**src/rtl/cpu_pkg.sv**
```systemverilog
// Shared definitions for the CPU PC/fetch datapath: default widths,
// the PC source select encoding and a PC alignment helper.
package cpu_pkg;

    localparam int ADDR_W  = 16;
    localparam int INSTR_W = 16;
    localparam int PC_INC  = 2;

    // Source of the next fetch address. Encoding 3 is reserved and behaves as sequential.
    typedef enum logic [1:0] {
        PC_SEQ    = 2'd0,
        PC_JUMP_I = 2'd1,
        PC_JUMP_R = 2'd2,
        PC_RSVD   = 2'd3
    } pc_sel_e;

    // Instructions are halfword aligned; the low address bit is always cleared.
    function automatic logic [ADDR_W-1:0] align_pc(input logic [ADDR_W-1:0] addr);
        return {addr[ADDR_W-1:1], 1'b0};
    endfunction

endpackage

```
**src/rtl/cpu_pc_fetch_if.sv**
```systemverilog
// Bundle of fetch-control, imem pc-port and decode-side signals around the
// PC/fetch datapath. The slave modport is the datapath itself; the master
// modport is the surrounding environment (fetch control, imem, decode).
interface cpu_pc_fetch_if #(
    parameter int ADDR_W  = cpu_pkg::ADDR_W,
    parameter int INSTR_W = cpu_pkg::INSTR_W
) ();
    logic                i_pc_rd;
    logic [1:0]          i_pc_addr_sel;
    logic [ADDR_W-1:0]   i_jump_i_target;
    logic [ADDR_W-1:0]   i_jump_r_target;
    logic [ADDR_W-1:0]   o_pc_addr;
    logic                o_pc_rd;
    logic [INSTR_W-1:0]  i_pc_rddata;
    logic [INSTR_W-1:0]  o_de_instr;
    logic [ADDR_W-1:0]   o_de_pc;
    logic                o_de_valid;
    logic                i_stall;

    modport master (
        output i_pc_rd, i_pc_addr_sel, i_jump_i_target, i_jump_r_target,
               i_pc_rddata, i_stall,
        input  o_pc_addr, o_pc_rd, o_de_instr, o_de_pc, o_de_valid
    );

    modport slave (
        input  i_pc_rd, i_pc_addr_sel, i_jump_i_target, i_jump_r_target,
               i_pc_rddata, i_stall,
        output o_pc_addr, o_pc_rd, o_de_instr, o_de_pc, o_de_valid
    );
endinterface

```
**src/rtl/cpu_fetch_hold.sv**
```systemverilog
// One-entry instruction hold register used while decode is stalled.
// The imem output is only trustworthy on the first stalled cycle (it holds the
// last real read); that word is captured and replayed for the rest of the stall.
module cpu_fetch_hold #(
    parameter int INSTR_W = cpu_pkg::INSTR_W
) (
    input  logic               i_clk,
    input  logic               i_reset_n,
    input  logic               stall,
    input  logic [INSTR_W-1:0] rddata,
    output logic [INSTR_W-1:0] instr
);
    logic               stall_reg;
    logic [INSTR_W-1:0] hold_reg;

    // Capture the live imem word on the first stalled cycle and track stall history.
    always_ff @(posedge i_clk or negedge i_reset_n) begin
        if (!i_reset_n) begin
            stall_reg <= 1'b0;
            hold_reg  <= '0;
        end else begin
            stall_reg <= stall;
            if (stall && !stall_reg) begin
                hold_reg <= rddata;
            end
        end
    end

    // From the second stalled cycle on, decode sees the held word.
    always_comb begin
        instr = rddata;
        if (stall && stall_reg) begin
            instr = hold_reg;
        end
    end
endmodule

```
**src/rtl/cpu_pc_fetch.sv**
```systemverilog
// PC/fetch datapath: selects the fetch address, drives the imem pc port,
// tags returning instructions with their PC and marks them live for decode.
// The slot fetched alongside a register jump resolved in EX is wrong-path and
// is squashed. Optional decode stall support is enabled by CPU_FETCH_STALL_EN.
module cpu_pc_fetch
    import cpu_pkg::*;
#(
    parameter int ADDR_W  = cpu_pkg::ADDR_W,
    parameter int INSTR_W = cpu_pkg::INSTR_W,
    parameter int PC_INC  = cpu_pkg::PC_INC
) (
    input  logic         i_clk,
    input  logic         i_reset_n,
    cpu_pc_fetch_if.slave bus
);
    logic               run_reg;
    logic [ADDR_W-1:0]  pc_reg;
    logic [ADDR_W-1:0]  de_pc_reg;
    logic               de_valid_reg;

    logic [ADDR_W-1:0]  pc_addr;
    logic               fetch;
    logic               redirect_r;
    logic               stall_eff;
    logic [INSTR_W-1:0] instr_raw;
    pc_sel_e            sel;

    assign sel        = pc_sel_e'(bus.i_pc_addr_sel);
    assign redirect_r = (sel == PC_JUMP_R);

`ifdef CPU_FETCH_STALL_EN
    // A register jump must redirect even while decode is stalled.
    assign stall_eff = bus.i_stall & ~redirect_r;

    cpu_fetch_hold #(
        .INSTR_W (INSTR_W)
    ) u_hold (
        .i_clk     (i_clk),
        .i_reset_n (i_reset_n),
        .stall     (stall_eff),
        .rddata    (bus.i_pc_rddata),
        .instr     (instr_raw)
    );
`else
    assign stall_eff = 1'b0;
    assign instr_raw = bus.i_pc_rddata;
`endif

    // Fetch address mux; reserved select falls back to the sequential PC.
    always_comb begin
        pc_addr = pc_reg;
        case (sel)
            PC_JUMP_I: pc_addr = ADDR_W'(bus.i_jump_i_target);
            PC_JUMP_R: pc_addr = ADDR_W'(bus.i_jump_r_target);
            default:   pc_addr = pc_reg;
        endcase
        pc_addr = {pc_addr[ADDR_W-1:1], 1'b0};
    end

    assign fetch = bus.i_pc_rd & run_reg & ~stall_eff;

    // PC, decode tag and live bit advance on each issued fetch; a stall freezes them.
    always_ff @(posedge i_clk or negedge i_reset_n) begin
        if (!i_reset_n) begin
            run_reg      <= 1'b0;
            pc_reg       <= '0;
            de_pc_reg    <= '0;
            de_valid_reg <= 1'b0;
        end else begin
            run_reg <= 1'b1;
            if (fetch) begin
                pc_reg       <= pc_addr + ADDR_W'(PC_INC);
                de_pc_reg    <= pc_addr;
                de_valid_reg <= 1'b1;
            end else if (!stall_eff) begin
                de_valid_reg <= 1'b0;
            end
        end
    end

    assign bus.o_pc_addr  = pc_addr;
    assign bus.o_pc_rd    = fetch;
    assign bus.o_de_pc    = de_pc_reg;
    // The decode slot is wrong-path when a register jump is issued this cycle.
    assign bus.o_de_valid = de_valid_reg & ~(fetch & redirect_r);
    // Decode sees zero until fetching has started after reset.
    assign bus.o_de_instr = run_reg ? instr_raw : '0;
endmodule

```
**src/flat_wrapper.sv**
```systemverilog
// flat-port wrapper written by rule: the top's interface ports become plain ports
module cpu_pc_fetch_flat import cpu_pkg::*;
#(
    parameter int ADDR_W  = cpu_pkg::ADDR_W,
    parameter int INSTR_W = cpu_pkg::INSTR_W,
    parameter int PC_INC  = cpu_pkg::PC_INC
)
  (i_clk, i_reset_n, bus_i_pc_rd, bus_i_pc_addr_sel, bus_i_jump_i_target, bus_i_jump_r_target, bus_i_pc_rddata, bus_i_stall, bus_o_pc_addr, bus_o_pc_rd, bus_o_de_instr, bus_o_de_pc, bus_o_de_valid);
  cpu_pc_fetch_if #(.ADDR_W(ADDR_W), .INSTR_W(INSTR_W)) bus_i ();
  input  logic i_clk;
  input  logic i_reset_n;
  input wire logic [$bits(bus_i.i_pc_rd)-1:0] bus_i_pc_rd;
  input wire logic [$bits(bus_i.i_pc_addr_sel)-1:0] bus_i_pc_addr_sel;
  input wire logic [$bits(bus_i.i_jump_i_target)-1:0] bus_i_jump_i_target;
  input wire logic [$bits(bus_i.i_jump_r_target)-1:0] bus_i_jump_r_target;
  input wire logic [$bits(bus_i.i_pc_rddata)-1:0] bus_i_pc_rddata;
  input wire logic [$bits(bus_i.i_stall)-1:0] bus_i_stall;
  output wire logic [$bits(bus_i.o_pc_addr)-1:0] bus_o_pc_addr;
  output wire logic [$bits(bus_i.o_pc_rd)-1:0] bus_o_pc_rd;
  output wire logic [$bits(bus_i.o_de_instr)-1:0] bus_o_de_instr;
  output wire logic [$bits(bus_i.o_de_pc)-1:0] bus_o_de_pc;
  output wire logic [$bits(bus_i.o_de_valid)-1:0] bus_o_de_valid;
  assign bus_i.i_pc_rd = bus_i_pc_rd;
  assign bus_i.i_pc_addr_sel = bus_i_pc_addr_sel;
  assign bus_i.i_jump_i_target = bus_i_jump_i_target;
  assign bus_i.i_jump_r_target = bus_i_jump_r_target;
  assign bus_i.i_pc_rddata = bus_i_pc_rddata;
  assign bus_i.i_stall = bus_i_stall;
  assign bus_o_pc_addr = bus_i.o_pc_addr;
  assign bus_o_pc_rd = bus_i.o_pc_rd;
  assign bus_o_de_instr = bus_i.o_de_instr;
  assign bus_o_de_pc = bus_i.o_de_pc;
  assign bus_o_de_valid = bus_i.o_de_valid;
  cpu_pc_fetch #(.ADDR_W(ADDR_W), .INSTR_W(INSTR_W), .PC_INC(PC_INC)) u_core (.i_clk(i_clk), .i_reset_n(i_reset_n), .bus(bus_i));
endmodule
```
**config.mk**
```make
export PLATFORM = sky130hd
export DESIGN_NAME = cpu_pc_fetch_flat
export DESIGN_NICKNAME = d
export VERILOG_FILES = /design/src/rtl/cpu_pkg.sv /design/src/rtl/cpu_pc_fetch_if.sv /design/src/rtl/cpu_fetch_hold.sv /design/src/rtl/cpu_pc_fetch.sv /design/src/flat_wrapper.sv
export SDC_FILE = /design/constraint.sdc
export NUM_CORES = 1
export LEC_CHECK = 0
export CAP_MARGIN = 20
export CORE_MARGIN = 2
export CORE_UTILIZATION = 40
export CTS_CLUSTER_DIAMETER = 50
export CTS_CLUSTER_SIZE = 25
export DETAILED_ROUTE_END_ITERATION = 6
export PLACE_DENSITY_LB_ADDON = 0.25
export SYNTH_ARGS = -nofsm -noshare
export SYNTH_HDL_FRONTEND = slang
export SYNTH_SLANG_ARGS = --single-unit
export TNS_END_PERCENT = 20
```
**constraint.sdc**
```tcl
create_clock -name i_clk -period 3.5 [get_ports i_clk]
set_clock_uncertainty 0.2 [all_clocks]
set_input_delay 0.875 -clock i_clk [delete_from_list [all_inputs] [get_ports i_clk]]
set_output_delay 0.875 -clock i_clk [all_outputs]
set_load 0.005 [all_outputs]
```
==> flow_metrics.tcl <==
set metrics [dict create \
    cts_sinks 32 \
    start_util 0.409 \
    worst_slack_ns -0.0633 \
    ir_worst_vdd_mv 0.299 \
    die-width_um 75.8 \
    setup_viol 4 \
    area_growth_pct 82.3 \
    worstPathMaxFanout 7 \
    grt_setup_unrepaired "yes" \
    final_cell_mix "clkdlybuf4s50_1, buf_4, nand2_1" \
    core-area_sq_um 5040 \
    report.final.slew_viol_count 0 \
    dp.cells 447 \
    nets 441 \
    portBuffers 98 \
    place.gp.congestion 0.801 \
    postCtsHoldBufs 0 \
    p_int_uw 982 \
    via_per_inst 4.89 \
    antenna_left 0 \
    p_sw_uw 462 \
    final_common_cell "clkdlybuf4s50_1" \
    syn_area_sq_um 2060 \
    powerDensity_nw_per_um2 384 \
    crit_chain "dlygate4sd2_1 > buf_4 > ha_4 > buf_6 > a221oi_2 > nor2_1 > clkdlybuf4s50_1" \
    ys_seq_area_frac 0.388 \
    drt-total-wl_mm 6.56 \
    antenna_cells 0 \
    final.setup.tns_ns -0.156 \
    seqPwrFrac 0.339 \
    synth.distinct_cells 41 \
    cts_tree "done" \
    die_h_um 75.8 \
    antenna_found_initial 0 \
    dpl.hpwl_mm 4.77 \
    drtPass1Iterations 4 \
    cts-root-buf "clkbuf_8" \
    avgRoutedWirePerCell_um 14.4 \
    p_sw_frac 0.320 \
    period_needed_ns 3.56 \
    rows 26 \
    max_cap_viol_count 0 \
    critical_path_required_ns 2.42 \
    cts_made_buffers 5 \
    ys_ff_latch 32 \
    post-synth-top-area-fraction 0.388 \
    p_leak_nw 1.69 \
    gr-total-overflow 0 \
    grt_max_degree 39 \
    grt_pass1_wl_mm 9.98 \
    detail_route.iter0.violations 89 \
    hp-class "flip-flop to flip-flop" \
    crit_slowest_cell "clkdlybuf4s50_1" \
    synthCells 230 \
    dieArea_sq_um 5750 \
    hold_viol 0 \
    drive_gt1_frac 0.276 \
    ios 104 \
    cts_max_path_buffers 2 \
    cp-start-kind "input port" \
    synth_area_leaders "dfrtp_1, nand2_1, and2_1" \
    slowest_delay_ns 0.48 \
    timing_worst_setup_path_type "input port to output port" \
    clkLatencyLatePin_ns 0.29 \
    vias 2222 \
    yosys.area.top_type "dfrtp_1" \
    grt_pass1_vias 2077 \
    max_freq_ghz 0.281 \
    syn_area_per_cell_sq_um 8.98 \
    grt.total_usage 0.236 \
    final_cells 454 \
    violations "setup timing" \
    end_kind "output port" \
    comb_power_share 0.472 \
    min_period_over_period 1.02 \
    ys_warn_count 0 \
    arrival_ns 2.49 \
    cts.reportedPaths.clkPinSlew_ns 0.06 \
    drcViolationCount 0 \
    h-tree-depth 2 \
    outcome "finished, violations left" \
    p_clk_frac 0.189 \
    pre_cts_ws_ns -0.521 \
]
[logic make-up after synthesis]
| kind of cell | count (synthesis) | share of synthesized area |
|---|---|---|
| other | 2 | 0.00364 |
| AO/OA/AOI/OAI | 43 | 0.173 |
| multiplexers | 2 | 0.0109 |
| XOR/XNOR | 7 | 0.0297 |
| AND/OR/NAND/NOR | 119 | 0.319 |
| flip-flops | 32 | 0.388 |
| buffers and inverters | 22 | 0.0570 |
| adder cells (fa/ha/maj) | 3 | 0.0182 |
[synthesized netlist by cell type, drive strengths merged]
master,instances
dfrtp,32
xnor2,2
nor4,4
or4,2
a21o,4
or3,3
buf,10
a221oi,13
nor3,3
o21ai,12
nand3,9
xor2,5
a21oi,3
a221o,2
o211ai,1
a2111oi,2
or2,1
nand2b,2
a21boi,1
a22oi,1
ha,3
clkbuf,5
nand4,4
o31ai,1
nor2,15
and2,18
conb,2
inv,7
nor2b,10
nand2,48
mux2,2
a31oi,3
[through the flow]
stage | instance area [sq um] | util | hold slack [ns] | total power [mW]
after floorplan | 2070 | - | 0.240 | 0.750
after global placement | 3560 | 0.705 | 0.257 | 1.14
after detailed placement | 3560 | 0.705 | 0.263 | 1.16
after CTS | 3710 | 0.736 | 0.287 | 1.44
after global routing | 3760 | 0.746 | 0.302 | 1.53
final | 3760 | 0.746 | 0.280 | 1.44
[final timing paths]
check	start	to	slack (ns)	depth (start not counted)
max in group asynchronous	i_reset_n	u_core.pc_reg[4]$_DFFE_PN0P_	2.01	2
max	bus_i_pc_addr_sel[0]	bus_o_pc_addr[7]	-0.06	7
min	u_core.bus.o_de_pc[6]$_DFFE_PN0P_	u_core.bus.o_de_pc[6]$_DFFE_PN0P_	0.28	2
min in group asynchronous	i_reset_n	u_core.bus.o_de_pc[3]$_DFFE_PN0P_	0.79	2
max reg2reg	u_core.pc_reg[9]$_DFFE_PN0P_	u_core.pc_reg[15]$_DFFE_PN0P_	1.42	6
min reg2reg	u_core.bus.o_de_pc[6]$_DFFE_PN0P_	u_core.bus.o_de_pc[6]$_DFFE_PN0P_	0.28	2
[critical path, delay by kind of cell]
| family | cells | cell delay [ns] |
|---|---|---|
| and+or+nand+nor | 1 | 0.11 |
| buffers and inverters | 4 | 1.04 |
| AOI/OAI and AO/OA | 1 | 0.30 |
| adders and majority gates | 1 | 0.17 |
[area by class of cell]
cell class                 count  area, sq um
sequential                    32          801
timing repair buffer         161         1500
clock buffer                   6         72.6
clock inverter                 1         5.00
tap                           70         87.6
inverter                       7         26.3
multi-input combinational    177         1270
fill                         382         1280
[repair_timing]
action	CTS	global route
gates resized for setup	27	11
pin swaps	3	2
setup buffers	0	0
setup endpoints to repair	16	9
[metal layers]
layer / global-route usage / vias to the layer above / routed length, um / share of wire
met5: 0 / - / 0 / 0
met2: 0.417 / 77 / 3340 / 0.51
met3: 0.0542 / 8 / 422 / 0.064
met1: 0.283 / 1030 / 2710 / 0.41
met4: 0.0721 / 0 / 84 / 0.013
li1: - / 1107 / - / -
[power groups by stage]
stage	clock network (mW)	registers [mW]	logic (mW)
after floorplan	0	0.489	0.261
after global placement	0	0.492	0.653
after detailed placement	0	0.493	0.665
after CTS	0.282	0.487	0.672
after global routing	0.293	0.497	0.741
final	0.272	0.489	0.682
No activity file was read; power rests on OpenSTA's default activity.
